==> src/rtl/sys_defs.sv <==
// Shared fetch-path types: addresses, instruction words, fetch packets, FSM states.
// Also holds the JAL opcode and J-immediate helper used by optional predecode.
package sys_defs;

    typedef logic [31:0] ADDR;
    typedef logic [31:0] INST;

    localparam logic [6:0] OP_JAL = 7'b1101111;

    typedef struct packed {
        INST  inst;
        ADDR  pc;
        logic taken;
    } FETCH_PACKET;

    typedef enum logic [1:0] {
        S_REQ   = 2'd0,
        S_WAIT  = 2'd1,
        S_DRAIN = 2'd2
    } fetch_state_e;

    // Sign-extended J-type immediate: imm[20|10:1|11|19:12]
    function automatic logic [31:0] jal_imm(input INST i);
        return {{11{i[31]}}, i[31], i[19:12], i[20], i[30:21], 1'b0};
    endfunction

endpackage

==> src/rtl/fetch_predecode.sv <==
// Finds the oldest JAL among the first count lanes of a fetch bundle.
// Only instantiated when FETCH_JAL_PREDECODE_EN is defined.
module fetch_predecode
    import sys_defs::*;
#(
    parameter int FETCH_W = 4,
    parameter int PC_W    = 32,
    parameter int CW      = $clog2(FETCH_W + 1),
    parameter int LW      = (FETCH_W > 1) ? $clog2(FETCH_W) : 1
) (
    input  logic [FETCH_W*32-1:0] bundle,
    input  logic [PC_W-1:0]       base_pc,
    input  logic [CW-1:0]         count,
    output logic                  jal_hit,
    output logic [LW-1:0]         jal_lane,
    output logic [PC_W-1:0]       jal_target
);

    INST            word;
    logic [PC_W-1:0] lane_pc;

    // Walk from the youngest lane down so the oldest match wins.
    always_comb begin
        jal_hit    = 1'b0;
        jal_lane   = '0;
        jal_target = '0;
        word       = '0;
        lane_pc    = '0;
        for (int i = FETCH_W - 1; i >= 0; i--) begin
            word    = bundle[i*32 +: 32];
            lane_pc = base_pc + PC_W'(4 * i);
            if (i < int'(count) && word[6:0] == OP_JAL) begin
                jal_hit    = 1'b1;
                jal_lane   = LW'(i);
                jal_target = lane_pc + PC_W'(jal_imm(word));
            end
        end
    end

endmodule

==> src/rtl/fetch_unit.sv <==
// N-wide fetch stage: one outstanding I-cache request, credit/line clipping, redirects.
// Optional JAL predecode under FETCH_JAL_PREDECODE_EN.
module fetch_unit
    import sys_defs::*;
#(
    parameter int            FETCH_W    = 4,
    parameter int            PC_W       = 32,
    parameter int            LINE_BYTES = 64,
    parameter logic [PC_W-1:0] RESET_PC = '0,
    parameter int            CW         = $clog2(FETCH_W + 1)
) (
    input  logic                      clock,
    input  logic                      reset,
    output logic                      icache_req_valid,
    output logic [PC_W-1:0]           icache_req_addr,
    input  logic                      icache_req_ready,
    input  logic                      icache_rsp_valid,
    input  logic [FETCH_W*32-1:0]     icache_rsp_insts,
    input  logic                      restore_valid,
    input  logic [PC_W-1:0]           restore_pc,
    input  logic [CW-1:0]             inst_buffer_spots,
    output FETCH_PACKET [FETCH_W-1:0] inst_buffer_inputs,
    output logic [CW-1:0]             instructions_valid
);

    localparam int LW = (FETCH_W > 1) ? $clog2(FETCH_W) : 1;

    fetch_state_e    state_q, state_d;
    logic [PC_W-1:0] fetch_pc_q, fetch_pc_d;

    logic [PC_W-1:0] line_off;
    int              rem_words;
    int              clip;
    logic [CW-1:0]   count;
    logic [CW-1:0]   count_eff;
    logic [PC_W-1:0] next_pc;
    logic            deliver;
    logic            req_fire;

    always_comb begin
        line_off  = fetch_pc_q & PC_W'(LINE_BYTES - 1);
        rem_words = (LINE_BYTES - int'(line_off)) / 4;
        clip      = FETCH_W;
        if (int'(inst_buffer_spots) < clip) clip = int'(inst_buffer_spots);
        if (rem_words < clip) clip = rem_words;
        count     = CW'(clip);
    end

`ifdef FETCH_JAL_PREDECODE_EN
    logic            jal_hit;
    logic [LW-1:0]   jal_lane;
    logic [PC_W-1:0] jal_target;

    fetch_predecode #(
        .FETCH_W (FETCH_W),
        .PC_W    (PC_W),
        .CW      (CW),
        .LW      (LW)
    ) u_predecode (
        .bundle     (icache_rsp_insts),
        .base_pc    (fetch_pc_q),
        .count      (count),
        .jal_hit    (jal_hit),
        .jal_lane   (jal_lane),
        .jal_target (jal_target)
    );

    always_comb begin
        count_eff = count;
        next_pc   = fetch_pc_q + (PC_W'(count) << 2);
        if (jal_hit) begin
            count_eff = CW'(jal_lane) + CW'(1);
            next_pc   = jal_target;
        end
    end
`else
    always_comb begin
        count_eff = count;
        next_pc   = fetch_pc_q + (PC_W'(count) << 2);
    end
`endif

    always_comb begin
        state_d          = state_q;
        fetch_pc_d       = fetch_pc_q;
        deliver          = 1'b0;
        icache_req_valid = 1'b0;
        icache_req_addr  = fetch_pc_q;
        unique case (state_q)
            S_REQ: begin
                icache_req_valid = reset;
                if (icache_req_valid && icache_req_ready) state_d = S_WAIT;
            end
            S_WAIT: begin
                if (icache_rsp_valid) begin
                    deliver    = 1'b1;
                    fetch_pc_d = next_pc;
                    state_d    = S_REQ;
                end
            end
            S_DRAIN: begin
                if (icache_rsp_valid) state_d = S_REQ;
            end
            default: state_d = S_REQ;
        endcase
        req_fire = icache_req_valid && icache_req_ready;
        // A redirect kills any delivery and decides whether a stale response is owed.
        if (restore_valid) begin
            deliver    = 1'b0;
            fetch_pc_d = restore_pc;
            unique case (state_q)
                S_REQ:   state_d = req_fire ? S_DRAIN : S_REQ;
                S_WAIT:  state_d = icache_rsp_valid ? S_REQ : S_DRAIN;
                S_DRAIN: state_d = icache_rsp_valid ? S_REQ : S_DRAIN;
                default: state_d = S_REQ;
            endcase
        end
        if (!reset) deliver = 1'b0;
    end

    always_comb begin
        inst_buffer_inputs = '0;
        instructions_valid = deliver ? count_eff : '0;
        for (int i = 0; i < FETCH_W; i++) begin
            if (deliver && i < int'(count_eff)) begin
                inst_buffer_inputs[i].inst = icache_rsp_insts[i*32 +: 32];
                inst_buffer_inputs[i].pc   = ADDR'(fetch_pc_q + PC_W'(4 * i));
`ifdef FETCH_JAL_PREDECODE_EN
                inst_buffer_inputs[i].taken = jal_hit && (int'(jal_lane) == i);
`else
                inst_buffer_inputs[i].taken = 1'b0;
`endif
            end
        end
    end

    always_ff @(posedge clock) begin
        if (!reset) begin
            state_q    <= S_REQ;
            fetch_pc_q <= RESET_PC;
        end else begin
            state_q    <= state_d;
            fetch_pc_q <= fetch_pc_d;
        end
    end

endmodule

==> config.mk <==
export PLATFORM = sky130hd
export DESIGN_NAME = fetch_unit
export DESIGN_NICKNAME = d
export VERILOG_FILES = /design/src/rtl/sys_defs.sv /design/src/rtl/fetch_predecode.sv /design/src/rtl/fetch_unit.sv
export SDC_FILE = /design/constraint.sdc
export NUM_CORES = 1
export LEC_CHECK = 0
export CAP_MARGIN = 40
export CORE_AREA = 4 4 180 182
export CTS_CLUSTER_DIAMETER = 120
export DETAILED_ROUTE_END_ITERATION = 8
export DIE_AREA = 0 0 184 186
export GPL_ROUTABILITY_DRIVEN = 0
export MAX_ROUTING_LAYER = met4
export PLACE_DENSITY = 0.48
export SYNTH_ARGS = -nofsm -noshare
export SYNTH_HDL_FRONTEND = slang
export SYNTH_SLANG_ARGS = --single-unit
==> constraint.sdc <==
create_clock -name clock -period 7.6 [get_ports clock]
set_input_delay 0.76 -clock clock [delete_from_list [all_inputs] [get_ports clock]]
set_output_delay 0.76 -clock clock [all_outputs]
set_load 0.01 [all_outputs]
# After elaboration in Yosys (flattened, before gate mapping)
# Cells that the tools add are included.
[totals]
word_cells = 54
latch_bits = 0
n_memories = 0
ram_bits = 0
rom_bits = 0
input_bits = 168
regBits = 34
[op_classes]
n_lt_le_gt_ge = 6
muxes = 22
reduce_logical = 13
eq_ne = 4
shift = 0
addsub = 6
n_bitwise = 1
n_mul = 0
div_mod_pow = 0
[op_table]
columns = ["op", "count"]
rows = [
  ["2-to-1 mux 65 bit", 4],
  ["2-to-1 mux 32 bit", 3],
  ["adder 32 x 4 -> 32 bit (second input constant)", 2],
  ["adder 32 x 1 -> 32 bit", 1],
  ["adder 32 x 3 -> 32 bit (second input constant)", 1],
  ["adder 32 x 5 -> 32 bit", 1],
  ["< comparator 32 x 4 -> 1 bit", 1],
  ["2-to-1 mux 2 bit", 5],
  ["2-to-1 mux 3 bit", 3],
  ["one-hot mux 2 bit (2 select lines)", 2],
  ["subtractor 7 x 6 -> 8 bit (first input constant)", 1],
  ["logical AND 1 bit", 6],
  ["< comparator 1 x 3 -> 1 bit (first input constant)", 2],
  ["< comparator 2 x 3 -> 1 bit (first input constant)", 2],
  ["2-to-1 mux 1 bit", 5],
  ["AND reduction 2 bit", 2],
  ["nonzero test 2 bit", 2],
  ["OR reduction 2 bit", 2],
  ["< comparator 3 bit (second input constant)", 1],
  ["!= test 3 x 1 -> 1 bit (second input constant)", 1],
  ["!= test 3 bit (second input constant)", 1],
  ["equality test 2 x 1 -> 1 bit (second input constant)", 1],
  ["equality test 2 bit (second input constant)", 1],
  ["logical NOT 2 bit", 1],
  ["bitwise AND 1 bit", 1],
]

# Longest topological paths before layout
[depth]
depth_word = 10
mapped_depth = 20
ltp_nobuf = 18

# Worst setup path after synthesis
# No wires, ideal clock.
[synth_timing]
path_kind = "register -> register"
start = "register fetch_pc_q[2] (netlist: icache_req_addr[2])"
end = "register fetch_pc_q[30] (netlist: icache_req_addr[30])"
path_buffers = 2
t_required_ns = 7.467
arrival_time_ns = 4.698
slack_ns = 2.770
path_stages_with_launch = 19
period_less_slack_ns = 4.830
path_cell_list = "dfxtp_1 -> clkbuf_1 -> buf_1 -> inv_1 -> ha_1 -> nor3b_1 -> xnor2_1 -> inv_1 -> ha_1 -> o21a_1 -> nor2_1 -> o22a_2 -> mux2_2 -> fa_1 -> nand2b_1 -> a211oi_1 -> and4_1 -> xnor2_1 -> a21oi_1"
[synth_via]
elab_chain_len = 9
[synth_rtl]
columns = ["item", "line", "rtl"]
rows = [
  ["from (decl)", "fetch_unit.sv:29", "logic [PC_W-1:0] fetch_pc_q, fetch_pc_d;"],
  ["from (signal assigned)", "fetch_unit.sv:143", "fetch_pc_q <= fetch_pc_d;"],
  ["subtractor 7 x 6 -> 8 bit", "fetch_unit.sv:42", "rem_words = (LINE_BYTES - int'(line_off)) / 4;"],
  ["bitwise AND 1 bit (no source line)", "n/a", ""],
  ["adder 32 x 1 -> 32 bit (no source line)", "n/a", ""],
  ["< comparator 32 x 4 -> 1 bit", "fetch_unit.sv:45", "if (rem_words < clip) clip = rem_words;"],
  ["2-to-1 mux 3 bit", "fetch_unit.sv:45", ""],
  ["adder 32 x 5 -> 32 bit *", "fetch_unit.sv:79", "next_pc = fetch_pc_q + (PC_W'(count) << 2);"],
  ["2-to-1 mux 32 bit *", "fetch_unit.sv:95", "if (icache_rsp_valid) begin"],
  ["2-to-1 mux 32 bit *", "fetch_unit.sv:89", "unique case (state_q)"],
  ["2-to-1 mux 32 bit *", "fetch_unit.sv:108", "if (restore_valid) begin"],
]
# Mark *: on every way between the ends. The rest lies on a longest branch, timed or not. The select of a mux whose other input is x is not followed.
# A chain may end at the register's enable or synchronous reset.

==> flow_summary.json <==
{
  "required_ns": 6.84,
  "hpwl_um": 29300,
  "grt_pass1_vias": 7183,
  "grt_pass1_wl_um": 50100,
  "synthTopCellsByArea": "dfxtp_1, and2_1, nor2_1, xor2_1, nand2_1",
  "cts_root_buf": "clkbuf_16",
  "max-vdd-ir-drop_mv": 0.0805,
  "p_per_area_nw_per_um2": 75.5,
  "core_area_um2": 30600,
  "outcome": "completed",
  "htreeDepth": 2,
  "sw_frac_of_total_pct": 31.6,
  "critPathCaptureType": "output pin",
  "critPathArrivalTime_ns": 4.52,
  "drive_gt1_share_pct": 3.28,
  "drt_iter0_markers": 428,
  "yosys.area.top_type": "dfxtp_1",
  "switching_power_mw": 0.250,
  "syn_area_um2": 5370,
  "period_needed_ns": 5.28,
  "fp-row-count": 64,
  "synthFlopType": "dfxtp_1",
  "dieArea_um2": 34200,
  "setup_viol": 0,
  "grt_max_degree": 42,
  "fin_tns_setup_ns": 0,
  "power_frac_seq_pct": 30.3,
  "r2r-start": "icache_req_addr[3]$_SDFFE_PN0P_",
  "rsz0062_at_grt": "false",
  "clk_path_buf_depth": 2,
  "clock_latency_ns": 0.29,
  "syn_to_final_growth_pct": 94.7,
  "startpoint": "icache_req_addr[3]$_SDFFE_PN0P_",
  "n_antenna_cell": 0,
  "ys_warn_count": 0,
  "wire_per_inst_um": 20.9,
  "post_cts_buffers": 0,
  "ant_nets": 0,
  "drc_errors": 0,
  "utilization_pct": 34.2,
  "worst-setup-path-type": "reg -> out",
  "p_leak_nw": 3.58,
  "clock_power_share_pct": 34.1,
  "syn_avg_cell_area_um2": 6.20,
  "post_cts_resized": 0,
  "hold_violations": 0,
  "synth-async-reset-ratio_pct": 0,
  "syn_inst": 867,
  "crit_fanout": 41,
  "p_int_mw": 0.541,
  "die_w_um": 184,
  "clk_pin_slew_worst_paths_ns": 0.05,
  "port_buffers": 459,
  "initial_core_util_pct": 17.6,
  "wl_um": 35100,
  "nets": 1463,
  "ys_seq_area_share_pct": 12.7,
  "antenna_found_initial": 1,
  "drv_slew": 0,
  "ys_ff_latch": 34,
  "hp-start": "state_q[0]$_SDFFE_PN0P_",
  "die_h_um": 186,
  "max_clock_freq_mhz": 190,
  "grt_usage_pct": 19.9,
  "grt_overflow": 0,
  "ys_types": 52,
  "ioPinCount": 464,
  "critPathLaunchType": "register",
  "fin_crit_sh_pct": 69.4,
  "hold_class": "reg -> reg",
  "postCtsHoldBufs": 0,
  "worst_clock_skew_ns": 0.00849,
  "cts_made_buffers": 5,
  "worst_slew_pin_slew_ns": 0.905,
  "relSlewSlack_pct": 39.1,
  "cts_tree": "yes",
  "clock-sinks": 34,
  "pwr-share-comb_pct": 35.6,
  "synth_edf_count": 0,
  "routed_via_density": 4.36,
  "drv_cap": 0,
  "synth_top_area_share_pct": 12.7,
  "vias": 7320,
  "first_pass_iters": 5
}
[critical path, cell delays in order, from the launching register on]
cell and delay, ns:
dfxtp_1 0.54, inv_1 0.28, ha_1 0.28, nor3b_1 0.15
xnor2_1 0.27, inv_1 0.13, ha_1 0.29, o21a_1 0.13
nor2_1 0.09, o22ai_2 0.30, mux2i_4 0.79, buf_12 0.30
nor3_1 0.10, clkdlybuf4s50_1 0.52
[registers in the layout (all words and copies together) (netlist names)]
signal and flops:
icache_req_addr 32, state_q 2
[placed cells by master (no fill, tap or decap), types with 9 or more instances in the layout]
| cell | netlist | layout |
|---|---|---|
| clkdlybuf4s50_1 | 0 | 459 |
| nor2_1 | 175 | 175 |
| nand2_1 | 130 | 130 |
| and2_1 | 108 | 107 |
| xor2_1 | 73 | 73 |
| xnor2_1 | 39 | 39 |
| dfxtp_1 | 34 | 34 |
| nand3_1 | 32 | 32 |
| a21oi_1 | 32 | 32 |
| o21ai_0 | 27 | 27 |
| nor3_1 | 22 | 22 |
| nand4_1 | 18 | 18 |
| inv_1 | 15 | 15 |
| ha_1 | 14 | 14 |
| nor4_1 | 10 | 10 |
| nor2b_1 | 9 | 9 |
| buf_4 | 4 | 9 |
[metal layers]
layer	part of all wire (%)	GRT usage (%)	vias to the layer above
met3	6.6	3.13	29
li1	-	-	3607
met4	1.6	3.61	0
met1	42	24.3	3377
met2	50	35.1	307
met5	0	-	-
[power groups by stage]
| stage | registers [mW] | clock network [mW] | logic [mW] |
|---|---|---|---|
| finish | 0.239 | 0.270 | 0.281 |
| global placement | 0.244 | 0 | 0.280 |
| floorplan | 0.207 | 0 | 0.153 |
| CTS | 0.239 | 0.277 | 0.284 |
| global route | 0.243 | 0.288 | 0.306 |
| detailed placement | 0.242 | 0 | 0.282 |
[synthesized netlist by cell type (8+ instances only)]
cell / count
a21oi_1: 32
xnor2_1: 39
nor4_1: 10
buf_2: 14
nor3_1: 22
nand3_1: 32
nor2b_1: 9
dfxtp_1: 34
nand4_1: 18
xor2_1: 73
buf_6: 8
inv_1: 15
o21ai_0: 27
and2_1: 108
ha_1: 14
clkbuf_1: 43
nand2_1: 130
nor2_1: 175
[path summary, 6_finish.rpt]
path,cells after the start,end,slack (ns)
max reg2reg,18,icache_req_addr[18]$_SDFFE_PN0P_,2.82
min reg2reg,2,state_q[0]$_SDFFE_PN0P_,0.51
max,13,inst_buffer_inputs[14],2.32
min,2,state_q[0]$_SDFFE_PN0P_,0.51
[stage by stage]
stage                     hold WS [ns]  setup slack (ns)  total power [mW]  instances  instance area (um2)
after floorplan                  0.470              2.77             0.361        870                 5390
after global placement           0.489              2.33             0.524       1658                10200
after detailed placement         0.506              2.54             0.525       1669                10300
after CTS                        0.513              2.26             0.800       1677                10500
after global routing             0.561              1.93             0.837       1677                10500
final                            0.511              2.32             0.791       1677                10500
[cell type report]
type	instances	area [um2]
fillers	3348	20100
well taps	396	495
multi-input cells	740	4250
clock buffers	5	125
repair buffers	480	4770
clock inverters	3	68.8
flip-flops and latches	34	681
inverters	19	71.3
[kinds of logic (layout without fill, tap and decap cells)]
group                      Yosys count  in the layout  synth area share, %
and+or+nand+nor                    516            516                 44.9
xor gates and xnor gates           112            112                 18.3
buffers and inverters               96            507                 8.50
AOI/OAI and AO/OA                   86             86                 10.4
DFF                                 34             34                 12.7
adders and majority gates           15             15                 3.63
muxes                                7              7                 1.58
other                                1              4               0.0698
(Power assumes the default switching activity.)
